[src/rtl/br_lite_ni_pkg.sv]
// Shared payload type for the BrLite network interface.
package br_lite_pkg;

  typedef struct packed {
    logic [15:0] hdr;
    logic [15:0] payload;
  } br_data_t;

endpackage

[src/rtl/br_lite_ni_if.sv]
// PE and NoC-local-port signal bundle for br_lite_ni.
// slave is the NI side, master is the PE/router environment side.
interface br_lite_ni_if #(
  parameter int unsigned RX_DEPTH = 4
);
  import br_lite_pkg::*;

  localparam int unsigned RX_CW = $clog2(RX_DEPTH) + 1;

  br_data_t             tx_flit_i;
  logic                 tx_valid_i;
  logic                 tx_ready_o;
  br_data_t             rx_flit_o;
  logic                 rx_valid_o;
  logic                 rx_ready_i;
  br_data_t             noc_flit_o;
  logic                 noc_req_o;
  logic                 noc_ack_i;
  br_data_t             noc_flit_i;
  logic                 noc_req_i;
  logic                 noc_ack_o;
  logic                 noc_busy_i;
  logic                 tx_empty_o;
  logic [RX_CW-1:0]     rx_count_o;
  logic [31:0]          tx_cnt_o;
  logic [31:0]          rx_cnt_o;

  modport slave (
    input  tx_flit_i, tx_valid_i, rx_ready_i, noc_ack_i, noc_flit_i, noc_req_i, noc_busy_i,
    output tx_ready_o, rx_flit_o, rx_valid_o, noc_flit_o, noc_req_o, noc_ack_o,
           tx_empty_o, rx_count_o, tx_cnt_o, rx_cnt_o
  );

  modport master (
    output tx_flit_i, tx_valid_i, rx_ready_i, noc_ack_i, noc_flit_i, noc_req_i, noc_busy_i,
    input  tx_ready_o, rx_flit_o, rx_valid_o, noc_flit_o, noc_req_o, noc_ack_o,
           tx_empty_o, rx_count_o, tx_cnt_o, rx_cnt_o
  );

endinterface

[src/rtl/br_lite_ni.sv]
// BrLite PE-side network interface: TX/RX FIFOs bridging valid/ready to 4-phase req/ack.
// Optional flit statistics counters are built when BR_NI_STATS_EN is defined.
module br_lite_ni #(
  parameter int unsigned TX_DEPTH = 4,
  parameter int unsigned RX_DEPTH = 4
) (
  input  logic          clk_i,
  input  logic          rst_i,
  br_lite_ni_if.slave   bus
);
  import br_lite_pkg::*;

  localparam int unsigned TX_AW = $clog2(TX_DEPTH);
  localparam int unsigned TX_CW = TX_AW + 1;
  localparam int unsigned RX_AW = $clog2(RX_DEPTH);
  localparam int unsigned RX_CW = RX_AW + 1;

  localparam logic [1:0] TX_IDLE     = 2'd0;
  localparam logic [1:0] TX_REQ      = 2'd1;
  localparam logic [1:0] TX_WAIT_LOW = 2'd2;
  localparam logic [0:0] RX_IDLE     = 1'b0;
  localparam logic [0:0] RX_ACK      = 1'b1;

  br_data_t           tx_mem [TX_DEPTH];
  logic [TX_AW-1:0]   tx_wr, tx_rd;
  logic [TX_CW-1:0]   tx_count;
  logic               tx_full, tx_push, tx_pop;

  br_data_t           rx_mem [RX_DEPTH];
  logic [RX_AW-1:0]   rx_wr, rx_rd;
  logic [RX_CW-1:0]   rx_count;
  logic               rx_full, rx_valid, rx_push, rx_pop;

  logic [1:0]         tx_state, tx_state_nxt;
  logic               noc_req_q, noc_req_nxt;
  br_data_t           noc_flit_q, noc_flit_nxt;
  logic [0:0]         rx_state, rx_state_nxt;
  logic               noc_ack_q, noc_ack_nxt;

  assign tx_full  = (tx_count == TX_CW'(TX_DEPTH));
  assign tx_push  = bus.tx_valid_i && !tx_full;
  assign rx_full  = (rx_count == RX_CW'(RX_DEPTH));
  assign rx_valid = (rx_count != '0);
  assign rx_pop   = rx_valid && bus.rx_ready_i;

  // FIFO storage is not reset; the occupancy counters define validity.
  always_ff @(posedge clk_i) begin
    if (tx_push) tx_mem[tx_wr] <= bus.tx_flit_i;
    if (rx_push) rx_mem[rx_wr] <= bus.noc_flit_i;
  end

  always_ff @(posedge clk_i) begin
    if (rst_i) begin
      tx_wr    <= '0;
      tx_rd    <= '0;
      tx_count <= '0;
      rx_wr    <= '0;
      rx_rd    <= '0;
      rx_count <= '0;
    end else begin
      if (tx_push) tx_wr <= tx_wr + TX_AW'(1);
      if (tx_pop)  tx_rd <= tx_rd + TX_AW'(1);
      case ({tx_push, tx_pop})
        2'b10:   tx_count <= tx_count + TX_CW'(1);
        2'b01:   tx_count <= tx_count - TX_CW'(1);
        default: tx_count <= tx_count;
      endcase
      if (rx_push) rx_wr <= rx_wr + RX_AW'(1);
      if (rx_pop)  rx_rd <= rx_rd + RX_AW'(1);
      case ({rx_push, rx_pop})
        2'b10:   rx_count <= rx_count + RX_CW'(1);
        2'b01:   rx_count <= rx_count - RX_CW'(1);
        default: rx_count <= rx_count;
      endcase
    end
  end

  // FSM state and registered NoC-side outputs.
  always_ff @(posedge clk_i) begin
    if (rst_i) begin
      tx_state   <= TX_IDLE;
      noc_req_q  <= 1'b0;
      noc_flit_q <= '0;
      rx_state   <= RX_IDLE;
      noc_ack_q  <= 1'b0;
    end else begin
      tx_state   <= tx_state_nxt;
      noc_req_q  <= noc_req_nxt;
      noc_flit_q <= noc_flit_nxt;
      rx_state   <= rx_state_nxt;
      noc_ack_q  <= noc_ack_nxt;
    end
  end

  // TX: busy only gates the start of a transfer, never an in-flight one.
  always_comb begin
    tx_state_nxt = tx_state;
    noc_req_nxt  = noc_req_q;
    noc_flit_nxt = noc_flit_q;
    tx_pop       = 1'b0;
    case (tx_state)
      TX_IDLE: begin
        if ((tx_count != '0) && !bus.noc_busy_i) begin
          noc_flit_nxt = tx_mem[tx_rd];
          noc_req_nxt  = 1'b1;
          tx_state_nxt = TX_REQ;
        end
      end
      TX_REQ: begin
        if (bus.noc_ack_i) begin
          noc_req_nxt  = 1'b0;
          tx_pop       = 1'b1;
          tx_state_nxt = TX_WAIT_LOW;
        end
      end
      TX_WAIT_LOW: begin
        if (!bus.noc_ack_i) tx_state_nxt = TX_IDLE;
      end
      default: begin
        noc_req_nxt  = 1'b0;
        tx_state_nxt = TX_IDLE;
      end
    endcase
  end

  // RX: withholding ack while full stalls the router.
  always_comb begin
    rx_state_nxt = rx_state;
    noc_ack_nxt  = noc_ack_q;
    rx_push      = 1'b0;
    case (rx_state)
      RX_IDLE: begin
        if (bus.noc_req_i && !rx_full) begin
          rx_push      = 1'b1;
          noc_ack_nxt  = 1'b1;
          rx_state_nxt = RX_ACK;
        end
      end
      RX_ACK: begin
        if (!bus.noc_req_i) begin
          noc_ack_nxt  = 1'b0;
          rx_state_nxt = RX_IDLE;
        end
      end
      default: begin
        noc_ack_nxt  = 1'b0;
        rx_state_nxt = RX_IDLE;
      end
    endcase
  end

`ifdef BR_NI_STATS_EN
  logic [31:0] tx_cnt_q, rx_cnt_q;

  always_ff @(posedge clk_i) begin
    if (rst_i) begin
      tx_cnt_q <= '0;
      rx_cnt_q <= '0;
    end else begin
      if (tx_pop)  tx_cnt_q <= tx_cnt_q + 32'd1;
      if (rx_push) rx_cnt_q <= rx_cnt_q + 32'd1;
    end
  end

  assign bus.tx_cnt_o = tx_cnt_q;
  assign bus.rx_cnt_o = rx_cnt_q;
`else
  assign bus.tx_cnt_o = '0;
  assign bus.rx_cnt_o = '0;
`endif

  assign bus.tx_ready_o = !tx_full;
  assign bus.rx_valid_o = rx_valid;
  assign bus.rx_flit_o  = rx_valid ? rx_mem[rx_rd] : '0;
  assign bus.noc_flit_o = noc_flit_q;
  assign bus.noc_req_o  = noc_req_q;
  assign bus.noc_ack_o  = noc_ack_q;
  assign bus.tx_empty_o = (tx_count == '0) && (tx_state == TX_IDLE);
  assign bus.rx_count_o = rx_count;

endmodule

[src/flat_wrapper.sv]
// flat-port wrapper written by rule: the top's interface ports become plain ports
module br_lite_ni_flat import br_lite_pkg::*;
#(
  parameter int unsigned TX_DEPTH = 4,
  parameter int unsigned RX_DEPTH = 4
)
  (clk_i, rst_i, bus_tx_flit_i, bus_tx_valid_i, bus_rx_ready_i, bus_noc_ack_i, bus_noc_flit_i, bus_noc_req_i, bus_noc_busy_i, bus_tx_ready_o, bus_rx_flit_o, bus_rx_valid_o, bus_noc_flit_o, bus_noc_req_o, bus_noc_ack_o, bus_tx_empty_o, bus_rx_count_o, bus_tx_cnt_o, bus_rx_cnt_o);
  br_lite_ni_if #(.RX_DEPTH(RX_DEPTH)) bus_i ();
  input  logic clk_i;
  input  logic rst_i;
  input wire logic [$bits(bus_i.tx_flit_i)-1:0] bus_tx_flit_i;
  input wire logic [$bits(bus_i.tx_valid_i)-1:0] bus_tx_valid_i;
  input wire logic [$bits(bus_i.rx_ready_i)-1:0] bus_rx_ready_i;
  input wire logic [$bits(bus_i.noc_ack_i)-1:0] bus_noc_ack_i;
  input wire logic [$bits(bus_i.noc_flit_i)-1:0] bus_noc_flit_i;
  input wire logic [$bits(bus_i.noc_req_i)-1:0] bus_noc_req_i;
  input wire logic [$bits(bus_i.noc_busy_i)-1:0] bus_noc_busy_i;
  output wire logic [$bits(bus_i.tx_ready_o)-1:0] bus_tx_ready_o;
  output wire logic [$bits(bus_i.rx_flit_o)-1:0] bus_rx_flit_o;
  output wire logic [$bits(bus_i.rx_valid_o)-1:0] bus_rx_valid_o;
  output wire logic [$bits(bus_i.noc_flit_o)-1:0] bus_noc_flit_o;
  output wire logic [$bits(bus_i.noc_req_o)-1:0] bus_noc_req_o;
  output wire logic [$bits(bus_i.noc_ack_o)-1:0] bus_noc_ack_o;
  output wire logic [$bits(bus_i.tx_empty_o)-1:0] bus_tx_empty_o;
  output wire logic [$bits(bus_i.rx_count_o)-1:0] bus_rx_count_o;
  output wire logic [$bits(bus_i.tx_cnt_o)-1:0] bus_tx_cnt_o;
  output wire logic [$bits(bus_i.rx_cnt_o)-1:0] bus_rx_cnt_o;
  assign bus_i.tx_flit_i = bus_tx_flit_i;
  assign bus_i.tx_valid_i = bus_tx_valid_i;
  assign bus_i.rx_ready_i = bus_rx_ready_i;
  assign bus_i.noc_ack_i = bus_noc_ack_i;
  assign bus_i.noc_flit_i = bus_noc_flit_i;
  assign bus_i.noc_req_i = bus_noc_req_i;
  assign bus_i.noc_busy_i = bus_noc_busy_i;
  assign bus_tx_ready_o = bus_i.tx_ready_o;
  assign bus_rx_flit_o = bus_i.rx_flit_o;
  assign bus_rx_valid_o = bus_i.rx_valid_o;
  assign bus_noc_flit_o = bus_i.noc_flit_o;
  assign bus_noc_req_o = bus_i.noc_req_o;
  assign bus_noc_ack_o = bus_i.noc_ack_o;
  assign bus_tx_empty_o = bus_i.tx_empty_o;
  assign bus_rx_count_o = bus_i.rx_count_o;
  assign bus_tx_cnt_o = bus_i.tx_cnt_o;
  assign bus_rx_cnt_o = bus_i.rx_cnt_o;
  br_lite_ni #(.TX_DEPTH(TX_DEPTH), .RX_DEPTH(RX_DEPTH)) u_core (.clk_i(clk_i), .rst_i(rst_i), .bus(bus_i));
endmodule
[config.mk]
export PLATFORM = sky130hd
export DESIGN_NAME = br_lite_ni_flat
export DESIGN_NICKNAME = d
export VERILOG_FILES = /design/src/rtl/br_lite_ni_pkg.sv /design/src/rtl/br_lite_ni_if.sv /design/src/rtl/br_lite_ni.sv /design/src/flat_wrapper.sv
export SDC_FILE = /design/constraint.sdc
export NUM_CORES = 1
export LEC_CHECK = 0
export CAP_MARGIN = 20
export CORE_ASPECT_RATIO = 1.75
export CORE_MARGIN = 1.5
export CORE_UTILIZATION = 50
export DETAILED_ROUTE_END_ITERATION = 16
export PLACE_DENSITY = 0.82
export SLEW_MARGIN = 40
export SYNTH_ARGS = -nofsm -noshare
export SYNTH_HDL_FRONTEND = slang
export SYNTH_SLANG_ARGS = --single-unit
[constraint.sdc]
create_clock -name clk_i -period 5.93 [get_ports clk_i]
set_input_delay 1.186 -clock clk_i [delete_from_list [all_inputs] [get_ports clk_i]]
set_output_delay 1.186 -clock clk_i [all_outputs]
set_load 0.01 [all_outputs]
Word-level counts from Yosys, hierarchy flattened

Memories as Yosys holds them, arrays and structs flattened. A register that Yosys moved wholly into a read port is not among the register bits.
Cells that the tools add are included.

Add/subtract/negate cells: 8
Equal/unequal tests: 13
Mux-type cells: 25
Bitwise gates (word level): 2
Reduce and logical (&&, ||, !) cells: 18

Operator list:

| kind                                                 | number |
|---|---|
| two-way mux 32 bit                                   | 1 |
| two-way mux 1 bit                                    | 13 |
| case mux 3 bit (2 select lines)                      | 2 |
| two-way mux 2 bit                                    | 5 |
| adder 2 x 1 -> 2 bit (second input constant)         | 4 |
| adder 3 x 1 -> 3 bit (second input constant)         | 2 |
| equality test 2 x 1 -> 1 bit (second input constant) | 3 |
| equality test 2 bit (second input constant)          | 3 |
| equality test 3 bit (second input constant)          | 2 |
| != test 2 bit (second input constant)                | 3 |
| case mux 2 bit (3 select lines)                      | 1 |
| AND reduction 3 bit                                  | 2 |
| nonzero test 3 bit                                   | 2 |
| subtractor 3 x 1 -> 3 bit (second input constant)    | 2 |
| logical AND 1 bit                                    | 5 |
| != test 2 x 1 -> 1 bit (second input constant)       | 2 |
| case mux 1 bit (2 select lines)                      | 2 |
| AND reduction 2 bit                                  | 2 |
| nonzero test 2 bit                                   | 2 |
| logical NOT 1 bit                                    | 3 |
| logical NOT 3 bit                                    | 1 |
| case mux 1 bit (3 select lines)                      | 1 |
| logical NOT 2 bit                                    | 1 |
| NOT 1 bit                                            | 2 |

Bits in registers: 19
RAM bits: 256
Bits of input ports: 71
Output and inout port bits: 136
Logic and storage cells: 78
Memories: 2

Memories:

| name          | words | bits a word | read ports | clocked after memory_dff | wr ports | RTL line         | source |
|---|---|---|---|---|---|---|---|
| u_core.rx_mem | 4     | 32          | 1          | 1                        | 1        | br_lite_ni.sv:29 | `br_data_t rx_mem [RX_DEPTH];` |
| u_core.tx_mem | 4     | 32          | 1          | 1                        | 1        | br_lite_ni.sv:24 | `br_data_t tx_mem [TX_DEPTH];` |

Depth between registers and ports, before layout

Gate-level depths: netlist (run 1).

Word-level depth: 7
Mapped depth: 9
Mapped depth without buffers: 9

Worst setup path before layout (run 1)

No wires, ideal clock.

Kind: input to register
From: input bus_noc_req_i
To: memory u_core.rx_mem[0][0] (netlist bit) (enable)
Library setup time: 0.392 ns
Arrival time: 2.298 ns
Required time: 5.538 ns
Slack: 3.240 ns
Stages: 2
Buffers on the path: 0
Cell sequence: nor2b_1 -> and3_1

Cells in the longest elaborated chain, start to end: 5

Ends and longest elaborated chain:

| item                                    | RTL line           | source |
|---|---|---|
| start, declared                         | flat_wrapper.sv:16 | `input wire logic [$bits(bus_i.noc_req_i)-1:0] bus_noc_req_i;` |
| logical AND 1 bit                       | br_lite_ni.sv:133  | `if (bus.noc_req_i && !rx_full) begin` |
| two-way mux 1 bit                       | br_lite_ni.sv:133  |  |
| two-way mux 1 bit                       | br_lite_ni.sv:131  | `case (rx_state)` |
| two-way mux 1 bit                       | br_lite_ni.sv:49   | `if (rx_push) rx_mem[rx_wr] <= bus.noc_flit_i;` |
| two-way mux 1 bit (implied by the code) | br_lite_ni.sv:49   |  |
| end, declared                           | br_lite_ni.sv:29   |  |

Every way passes these cells.

==> impl_results.md, run 1 <==
* Status: finished, final reports clean
* Worst-path fanout max at 19
* Via/cell ratio at approximately 5.3
* Max-Slew Margin vs Limit at 45.1%
* CTS tree: done
* Reported max-cap violation count at 0
* # hold bufs at CTS at 0
* Total GRT Usage at 17.9%
* Antenna-violating nets left at 0
* Yosys reg bits at roughly 300
* # clock sinks at 309
* Yosys warning total at 0
* # DRC at 0
* Routed vias at 6272
* Fmax at 0.249 GHz
* Slowest stage cell on the critical path: dfxtp_2
* LEAKAGE at about 4.8 nW
* Worst Path Arrival at 2.83 ns
* Cell area after synthesis at 0.0124 mm²
* Clk slew on worst S/H paths at 0.07 ns
* Commonest non-fill, non-tap cell in the layout: edfxtp_1
* Slew Limit Fails at 0
* Router iterations before antenna repair at 4
* Placement Rows at 76
* Hold WC Path Type: reg2reg
* Initial Util at about 50%
* Core area at around 0.024 mm²
* Final Power at approximately 0.0056 W
* Fraction of layout cells with a size suffix above 1 at 15.0%
* Post-CTS Setup Inserts at 0
* Critical path class: reg2out
* Die span in x at 122 µm
* Min Hold Slack at 0.471 ns
* Placed cell area at 0.0137 mm²
* CP peak stage delay at 0.64 ns
* CTS buffer count at 27
* Post-Synth Adder-Cell Area at under 10%
* Sequential share of the synthesized area at a little over two thirds
* H-Tree Depth at 1
* Die ar. at 0.0257 mm²
* DP Wirelength at 14200 µm
* Clock Skew at 0.0102 ns
* Final period util at approximately two thirds
* Final Hold Viols at 0
* Syn Area/Cell at 17.4 µm²
* Root buffer cell: clkbuf_16
* Critical-path cell list: buf_4 -> mux4_2 -> nor2b_1 -> clkdlybuf4s50_1
* RSZ-0062 raised after global routing: no
* Routed WL at 22700 µm
* Ys flop type: edfxtp_1
* Final GP Congestion at 0.717
* Io pins at 207
* Setup crit end kind: primary output
* Most frequent cells in the layout: 256 x edfxtp_1, 141 x clkdlybuf4s50_1, 64 x conb_1
* Post-Synth XOR/XNOR Area at 0.638%
* Largest family of logic cells by synthesized area: multiplexers
* DR WL/cell at 19.3 µm
* WP data required at 4.74 ns
* Area Growth Syn to Fin at 18.4%
* Drt initial violations at between 300 and 400
* CP Launch Type: flop
* R2r setup slk at 3.50 ns
* Compound-Gate Fraction of Synth Area at 3.58%
* Nets at 929
* Die height at approximately 210 µm
* Fill cell count at 1788
* Post-synth EDFFs at 256
* Simple-Gate Fraction of Synth Area at 5.16%
* Synth Instances at about 710
* Fin Setup TNS at 0 ns
* Post-CTS sizing at 0
* Global route overflow at 0
* Peak supply drop at 0.292 mV
* Ys async rst share at 0%
* Final setup viols at 0
* Actual slew at the worst max-slew pin at between 0.8 and 0.9 ns
* Finished Cell Area at around 0.015 mm²
* Buffers on Ports at 142
* Max Root-Sink Buffers at 3
* Power Density at 382 mW/mm²
* Min Clock Period, post-route at 4.01 ns
* Post-synth cell types at 41
* Clk_lat worst skew at 0.53 ns
* Initial antenna violation count at 1
* Vias in the first global route at 6547
* Largest net degree at the start of global routing at 53
* Mux contribution to synthesized area at 11.8%
* First-pass GRT wire length at 35000 µm
## stage by stage
| stage | cells | setup slack (ns) | utilization (%) |
|---|---|---|---|
| 3_5_place_dp | 1129 | 2.40 | 56.2 |
| 3_3_place_gp | 1129 | 2.40 | 56.1 |
| 2_1_floorplan | 772 | 3.24 | - |
| 6_report | 1179 | 1.92 | 59.9 |
| 5_1_grt | 1179 | 1.72 | 59.9 |
| 4_1_cts | 1178 | 1.82 | 59.9 |
## sequential cells by signal, summed over array words and instances (netlist names), named ones only
register and cells:
u_core.bus.noc_req_o 1, u_core.rx_rd 2, u_core.rx_wr 2, u_core.tx_wr 2, u_core.rx_state 1, u_core.rx_mem 128, u_core.bus.noc_flit_o 32, u_core.bus.noc_ack_o 1
u_core.tx_count 3, u_core.tx_rd 2, u_core.tx_mem 128, u_core.bus.rx_count_o 3, u_core.tx_state 2
## cell usage after synthesis (7+ instances only)
| cell | count | area [µm²] |
|---|---|---|
| a21oi_1 | 42 | 210 |
| and3_1 | 8 | 50.1 |
| buf_2 | 14 | 70.1 |
| buf_4 | 64 | 480 |
| buf_6 | 10 | 113 |
| clkbuf_1 | 11 | 41.3 |
| dfxtp_1 | 53 | 1060 |
| edfxtp_1 | 256 | 7690 |
| ha_1 | 10 | 125 |
| inv_1 | 14 | 52.6 |
| mux4_2 | 60 | 1350 |
| nand3_1 | 36 | 180 |
| nor2_1 | 13 | 48.8 |
| nor2b_1 | 33 | 206 |
| o21ai_0 | 24 | 120 |
| o21ai_1 | 13 | 65.1 |
| xor2_1 | 7 | 61.3 |
## where the power goes
group / total (W) / leakage (nW) / internal [W] / switching, W
sequential: 0.00261 / 2.78 / 0.00251 / 0.0000984
clock: 0.00173 / 0.445 / 0.000988 / 0.000743
combinational: 0.00126 / 1.57 / 0.000663 / 0.000595
total: 0.00560 / 4.79 / 0.00416 / 0.00144
## critical path: cells and delay by family (launching register included)
family,cells,cell delay [ns]
muxes,1,0.54
and+or+nand+nor,1,0.15
DFF,1,0.64
buffers and inverters,2,0.93
## logic make-up (layout without fill, tap and decap cells)
| family | Yosys count | after routing |
|---|---|---|
| buf+inv | 119 | 213 |
| mux | 64 | 64 |
| xor+xnor | 9 | 9 |
| flops | 309 | 309 |
| other cells | 1 | 65 |
| simple gates | 110 | 110 |
| fa+ha+maj | 12 | 12 |
| compound gates | 85 | 85 |
## worst paths after layout
| check | to | start | cells past startpoint |
|---|---|---|---|
| worst min-delay path | u_core.bus.noc_ack_o | u_core.bus.noc_ack_o | 1 |
| worst max register to register | u_core.tx_count[2] | u_core.tx_count[2] | 8 |
| worst min register to register | u_core.bus.noc_ack_o | u_core.bus.noc_ack_o | 1 |
| worst max-delay path | bus_rx_flit_o[18] | flop | 4 |
## per-layer routing
| layer | part of all wire [%] | vias up | track usage, % |
|---|---|---|---|
| met5 | 0 | - | 0 |
| met4 | 3.3 | 0 | 7.38 |
| met3 | 4.1 | 46 | 2.51 |
| met2 | 57 | 169 | 33.4 |
| met1 | 36 | 3189 | 20.1 |
| li1 | - | 2868 | - |
## layout make-up
| type | instances | area, µm² | share of cell area, % |
|---|---|---|---|
| clock buffers | 39 | 802 | 5.48 |
| clock inverters | 10 | 86.3 | 0.590 |
| flip-flops and latches | 309 | 8750 | 59.8 |
| diodes | 1 | 2.50 | 0.0171 |
| well taps | 312 | 390 | 2.67 |
| repair buffers | 150 | 1480 | 10.1 |
| multi-input cells | 344 | 3070 | 21.0 |
| inverters | 14 | 52.6 | 0.359 |
No activity file was read; power rests on OpenSTA's default activity.
==> run 2: changes to the inputs <==
==> constraint.sdc (replaced) <==
create_clock -name clk_i -period 3.7 [get_ports clk_i]
set_input_delay 0.74 -clock clk_i [delete_from_list [all_inputs] [get_ports clk_i]]
set_output_delay 0.74 -clock clk_i [all_outputs]
set_load 0.01 [all_outputs]
==> run 2 against run 1 <==
Against the previous run: first-iteration DRC count fell by 20%; flip-flop and latch count did not move; global-route usage fell by 0.16 points; clock skew rose by 0.0046 ns; count of clock-buffer cells in the layout rose by 1; sequential power rose by 59%; critical path type unchanged; critical endpoint is now bus_rx_flit_o[16].
==> impl_results.md, run 2 (synthesis results as in run 1) <==
* Status: finished, final reports clean
* Largest net degree at the start of global routing at 53 (unchanged)
* DP Wirelength at 14700 µm (+2.9%)
* Setup crit end kind: primary output
* Reported max-cap violation count at 0 (unchanged)
* Area Growth Syn to Fin at 18.0%
* Io pins at 207 (unchanged)
* Clock Skew at 0.0148 ns (+0.00460 ns)
* Commonest non-fill, non-tap cell in the layout: edfxtp_1
* Hold WC Path Type: reg2reg
* Die ar. at 0.0257 mm² (unchanged)
* CP Launch Type: flop
* Final period util at 83.6%
* Final setup viols at 0 (unchanged)
* Placement Rows at 76 (unchanged)
* Routed WL at 22500 µm (-0.74%)
* # DRC at 0 (unchanged)
* Worst Path Arrival at 2.35 ns (-0.48 ns)
* Fill cell count at 1804 (+0.89%)
* Buffers on Ports at 142 (unchanged)
* # hold bufs at CTS at 0 (unchanged)
* Via/cell ratio at 5.32 (about the same)
* Final GP Congestion at 0.720 (+0.45%)
* Initial antenna violation count at 0 (-1)
* Post-CTS sizing at 0 (unchanged)
* Fmax at approximately 0.32 GHz
* Drt initial violations at 278 (-20%)
* CTS buffer count at 26 (-3.7%)
* Initial Util at 50.6% (unchanged)
* # diodes at 0 (-1)
* Clk slew on worst S/H paths at 0.07 ns (about the same)
* Total GRT Usage at 17.7% (-0.16 points)
* Die height at 211 µm (unchanged)
* Worst-path fanout max at 32 (+13)
* Vias in the first global route at 6561 (+0.21%)
* HP Start: u_core.bus.noc_req_o
* Actual slew at the worst max-slew pin at 0.834 ns (+0.0110 ns)
* Power Density at 604 mW/mm² (+58%)
* Final Hold Viols at 0 (unchanged)
* Fin Setup TNS at 0 ns (unchanged)
* Critical path class: reg2out
* RR Startpoint: u_core.tx_count[2]
* Post-CTS Setup Inserts at 0 (unchanged)
* Max-Slew Margin vs Limit at 44.3% (-0.73 points)
* Router iterations before antenna repair at 4 (unchanged)
* H-Tree Depth at 1 (unchanged)
* LEAKAGE at 4.77 nW (-0.52%)
* FF/Latch Area at 0.00875 mm² (unchanged)
* Antenna-violating nets left at 0 (unchanged)
* Min Hold Slack at 0.473 ns (+0.00247 ns)
* Slew Limit Fails at 0 (unchanged)
* First-pass GRT wire length at 34700 µm (-0.85%)
* Most frequent cells in the layout: 256 x edfxtp_1, 141 x clkdlybuf4s50_1, 64 x conb_1
* Clk_lat worst skew at 0.54 ns (about the same)
* Min Clock Period, post-route at 3.09 ns
* Peak supply drop at 0.497 mV (+70%)
* Nets at 932 (+0.32%)
* Die span in x at 122 µm (unchanged)
* Max Root-Sink Buffers at 3 (unchanged)
* WP data required at 2.96 ns (-1.78 ns)
* Routed vias at 6283 (+0.18%)
* Core area at 0.0244 mm² (unchanged)
* Root buffer cell: clkbuf_16
* RSZ-0062 raised after global routing: no
* CTS tree: done
* Multi-input gate area at 0.00307 mm² (-0.24%)
* Global route overflow at 0 (unchanged)
* Fraction of layout cells with a size suffix above 1 at 14.4% (-0.61 points)
* # clock sinks at 309 (unchanged)
* DR WL/cell at 19.1 µm (-0.82%)
==> run 2: cell types whose count changed in the layout (fill, tap and decap cells not counted), moves of 2 or more <==
cell / previous run / this run
clkinv_2: 6 / 4
clkbuf_8: 6 / 2
inv_6: 3 / 0
buf_4: 9 / 12
clkbuf_1: 5 / 11
and3_2: 0 / 2
and3_4: 8 / 6
==> run 2: layout make-up <==
type	instances	share of cell area, %
repair buffers	154	10.4
inverters	14	0.360
clock buffers	40	5.10
clock inverters	7	0.429
flip-flops and latches	309	60.0
multi-input cells	344	21.0
well taps	312	2.68
==> run 2: report_power, final <==
part,switching [W],internal (W),leakage (nW)
Combinational,0.000992,0.00108,1.60
Clock,0.00114,0.00146,0.396
Sequential,0.000129,0.00402,2.78
==> run 2: worst max-delay path, cell delays in order (launching register included) <==
cell             delay (ns)
dfxtp_2                0.34
buf_12                 0.25
mux4_2                 0.56
nor2b_1                0.16
clkdlybuf4s50_1        0.49
==> run 2: final timing paths <==
path | to | cells after the start | slack (ns)
setup / recovery | bus_rx_flit_o[16] | 4 | 0.61
hold / removal | u_core.bus.noc_req_o | 2 | 0.47
setup reg to reg | u_core.tx_count[2] | 8 | 1.25
hold reg to reg | u_core.bus.noc_req_o | 2 | 0.47
==> run 2: stage by stage <==
step	setup slack (ns)	cell area, µm²	std cells	total power (W)	utilization, %
CTS	0.547	14600	1180	0.00893	59.6
finish	0.608	14600	1180	0.00882	59.7
floorplan	1.46	12600	772	0.00548	-
detailed placement	0.778	13800	1133	0.00633	56.3
global placement	0.861	13800	1133	0.00629	56.3
global route	0.501	14600	1180	0.00920	59.7
==> run 2: per-layer routing <==
metal / up-vias / global-route usage [%] / routed length, µm
li1: 2867 / - / -
met1: 3200 / 19.7 / 8140
met2: 188 / 34.2 / 12900
met3: 28 / 2.13 / 966
met4: 0 / 5.80 / 485
met5: - / 0 / 0
==> run 3: changes to the inputs <==
--- a/config.mk
+++ b/config.mk
@@ -8,7 +8,7 @@
 export CAP_MARGIN = 20
 export CORE_ASPECT_RATIO = 1.75
 export CORE_MARGIN = 1.5
-export CORE_UTILIZATION = 50
+export CORE_UTILIZATION = 48
 export DETAILED_ROUTE_END_ITERATION = 16
 export PLACE_DENSITY = 0.82
 export SLEW_MARGIN = 40
==> constraint.sdc (replaced) <==
create_clock -name clk_i -period 2.55 [get_ports clk_i]
set_input_delay 0.51 -clock clk_i [delete_from_list [all_inputs] [get_ports clk_i]]
set_output_delay 0.51 -clock clk_i [all_outputs]
set_load 0.01 [all_outputs]
==> run 3 against run 2 <==
Against the previous run: the run now ends with negative setup slack left; clock power increased by 51%; via count increased by 1.7%; global-route usage decreased by 0.092 points; worst setup slack got worse by 0.63 ns; combinational power increased by 63%; register-to-register slack got worse by 0.98 ns; count of clock-buffer cells in the layout decreased by 6; total power increased by 51%; routed wire length increased by 4.7%; core utilization decreased by 0.62 points; first-iteration DRC count increased by 11%; critical path type unchanged; non-clock buffer count increased by 32.
==> impl_results.md, run 3 (synthesis results as in run 1) <==
* Min Clock Period, post-route at 2.57 ns
* Final period util at 101%
* Final Hold Viols at 0 (unchanged)
* Drt initial violations at 309 (+11%)
* # diodes at 0 (unchanged)
* # DRC at 0 (unchanged)
* First-pass GRT wire length at 37000 µm (+6.5%)
* Status: complete, but fails checks
* Worst Path Arrival at 2.06 ns (-0.29 ns)
* Fin util at 59.1% (-0.62 points)
* Pre-CTS setup slack at -0.101 ns (-0.879 ns)
* Area Growth Syn to Fin at 21.1%
* Max-Slew Margin vs Limit at 50.3% (+6.0 points)
* Clk_lat worst skew at 0.54 ns (about the same)
* Critical path class: reg2out
* Logic pwr share at 25.4% (+1.9 points)
* LEAKAGE at 5.10 nW (+6.9%)
* Setup ws final at -0.0200 ns (-0.627 ns)
* Fin Setup TNS at -0.0508 ns (-0.0508 ns)
* Worst r2r path cells at 9 (+1)
* DP Wirelength at 14400 µm (-1.8%)
* Most frequent cells in the layout: 256 x edfxtp_1, 107 x clkdlybuf4s50_1, 64 x conb_1
* Actual slew at the worst max-slew pin at 0.745 ns (-0.0885 ns)
* Critical-path cell list: buf_12 -> buf_16 -> buf_6 -> mux4_2 -> nor2b_1 -> buf_2
* Root buffer cell: clkbuf_16
* Initial Util at 48.8% (-1.8 points)
* Die ar. at 0.0268 mm² (+4.1%)
* Initial antenna violation count at 0 (unchanged)
* Hold WC Path Type: reg2reg
* Clk slew on worst S/H paths at 0.06 ns (about the same)
* Internal power at 0.00977 W (+49%)
* Fraction of layout cells with a size suffix above 1 at 22.4% (+8.0 points)
* RSZ-0062 raised after global routing: yes
* Vias in the first global route at 6830 (+4.1%)
* Routed vias at 6390 (+1.7%)
* Commonest non-fill, non-tap cell in the layout: edfxtp_1
* Worst-path fanout max at 7 (-78%)
* Slowest stage cell on the critical path: mux4_2
* # hold bufs at CTS at 0 (unchanged)
* Placement Rows at 77 (+1.3%)
* H-Tree Depth at 1 (unchanged)
* CP Launch Type: flop
* Global route overflow at 0 (unchanged)
* Buffers on Ports at 142 (unchanged)
* Setup crit end kind: primary output
* Slew Limit Fails at 0 (unchanged)
* # clock sinks at 309 (unchanged)
* Flop pwr share at 45.3% (-1.8 points)
* Clock Skew at 0.00706 ns (-0.00770 ns)
* Clock network fraction of total power at 29.4% (about the same)
* Die height at 215 µm (+2.0%)
* Peak supply drop at 0.867 mV (+75%)
* Power Density at 889 mW/mm² (+47%)
* Largest net degree at the start of global routing at 36 (-32%)
* DR WL/cell at 19.4 µm (+1.4%)
* Fmax at 0.389 GHz
* Io pins at 207 (unchanged)
* Sw frac at 26.6% (+0.97 points)
* CP peak stage delay at 0.49 ns (-0.07 ns)
* Reported max-cap violation count at 0 (unchanged)
* Total GRT Usage at 17.6% (-0.092 points)
* Final setup viols at 4 (+4)
* Hold Path Depth at 2 (unchanged)
* Final GP Congestion at 0.708 (-1.6%)
* Antenna-violating nets left at 0 (unchanged)
* Placed cell count at 1147 (+1.2%)
* Die span in x at 124 µm (+2.0%)
* CTS tree: done
* Max Root-Sink Buffers at 3 (unchanged)
* WP data required at 2.04 ns (-0.92 ns)
* CTS buffer count at 27 (+3.8%)
* Failing checks: negative setup slack
* Nets at 965 (+3.5%)
* Router iterations before antenna repair at 4 (unchanged)
* Routed WL at 23600 µm (+4.7%)
* Via/cell ratio at 5.24 (-1.6%)
* Final non-filler cell total at 1219 (+3.3%)
* Core area at 0.0253 mm² (+3.7%)
* Net Switching at 0.00354 W (+57%)
==> run 3: cell types whose count changed in the layout (fill, tap and decap cells not counted), sizes merged <==
| cell | before | now |
|---|---|---|
| clkdlybuf4s50 | 141 | 107 |
| buf | 13 | 76 |
| clkbuf | 40 | 35 |
| clkinvlp | 0 | 2 |
| clkinv | 6 | 11 |
| inv | 14 | 16 |
| dlygate4sd2 | 0 | 2 |
==> run 3: power by group through the flow <==
stage	registers (W)	logic, W	clock network [W]
after floorplan	0.00609	0.00185	0
after global placement	0.00609	0.00313	0
after detailed placement	0.00611	0.00316	0
after CTS	0.00603	0.00333	0.00400
after global routing	0.00605	0.00364	0.00417
final	0.00602	0.00338	0.00391
==> run 3: cell type report <==
cell class / instances / area (µm²)
clock buffers: 34 / 742
clock inverters: 16 / 116
fillers: 1862 / 10400
inverters: 14 / 52.6
multi-input cells: 344 / 3050
flip-flops and latches: 309 / 8760
well taps: 316 / 395
repair buffers: 186 / 1860
==> run 3: per-stage QoR <==
stage	hold WS, ns	instance area, µm²	power [W]
finish	0.470	15000	0.0133
global route	0.491	15000	0.0139
CTS	0.474	14900	0.0134
detailed placement	0.459	14000	0.00927
global placement	0.453	14000	0.00922
floorplan	0.481	12600	0.00794
==> run 3: layer usage <==
layer	wire length, µm	global-route usage, %	vias up
li1	-	-	2936
met1	8440	19.3	3237
met2	13500	34.1	186
met3	1120	2.64	31
met4	502	6.13	0
met5	0	0	-
==> run 3: worst paths after layout <==
kind,from,to,slack (ns)
max,flop,bus_rx_flit_o[10],-0.02
min,u_core.bus.noc_flit_o[19],u_core.bus.noc_flit_o[19],0.47
max reg2reg,u_core.bus.rx_count_o[2],u_core.bus.rx_count_o[2],0.27
min reg2reg,u_core.bus.noc_flit_o[19],u_core.bus.noc_flit_o[19],0.47
==> run 3: worst max-delay path, delay by kind of cell (launching register included) <==
| kind | cells | cell delay (ns) |
|---|---|---|
| multiplexers | 1 | 0.49 |
| buffers and inverters | 4 | 0.50 |
| AND/OR/NAND/NOR | 1 | 0.14 |
| flip-flops | 1 | 0.40 |
==> run 3: timing repair <==
action                     4_1_cts  5_1_grt
pin swaps                        0        1
cloned                           3        1
resized for setup              142        1
buffers inserted                17        3
setup endpoints to repair       34       18
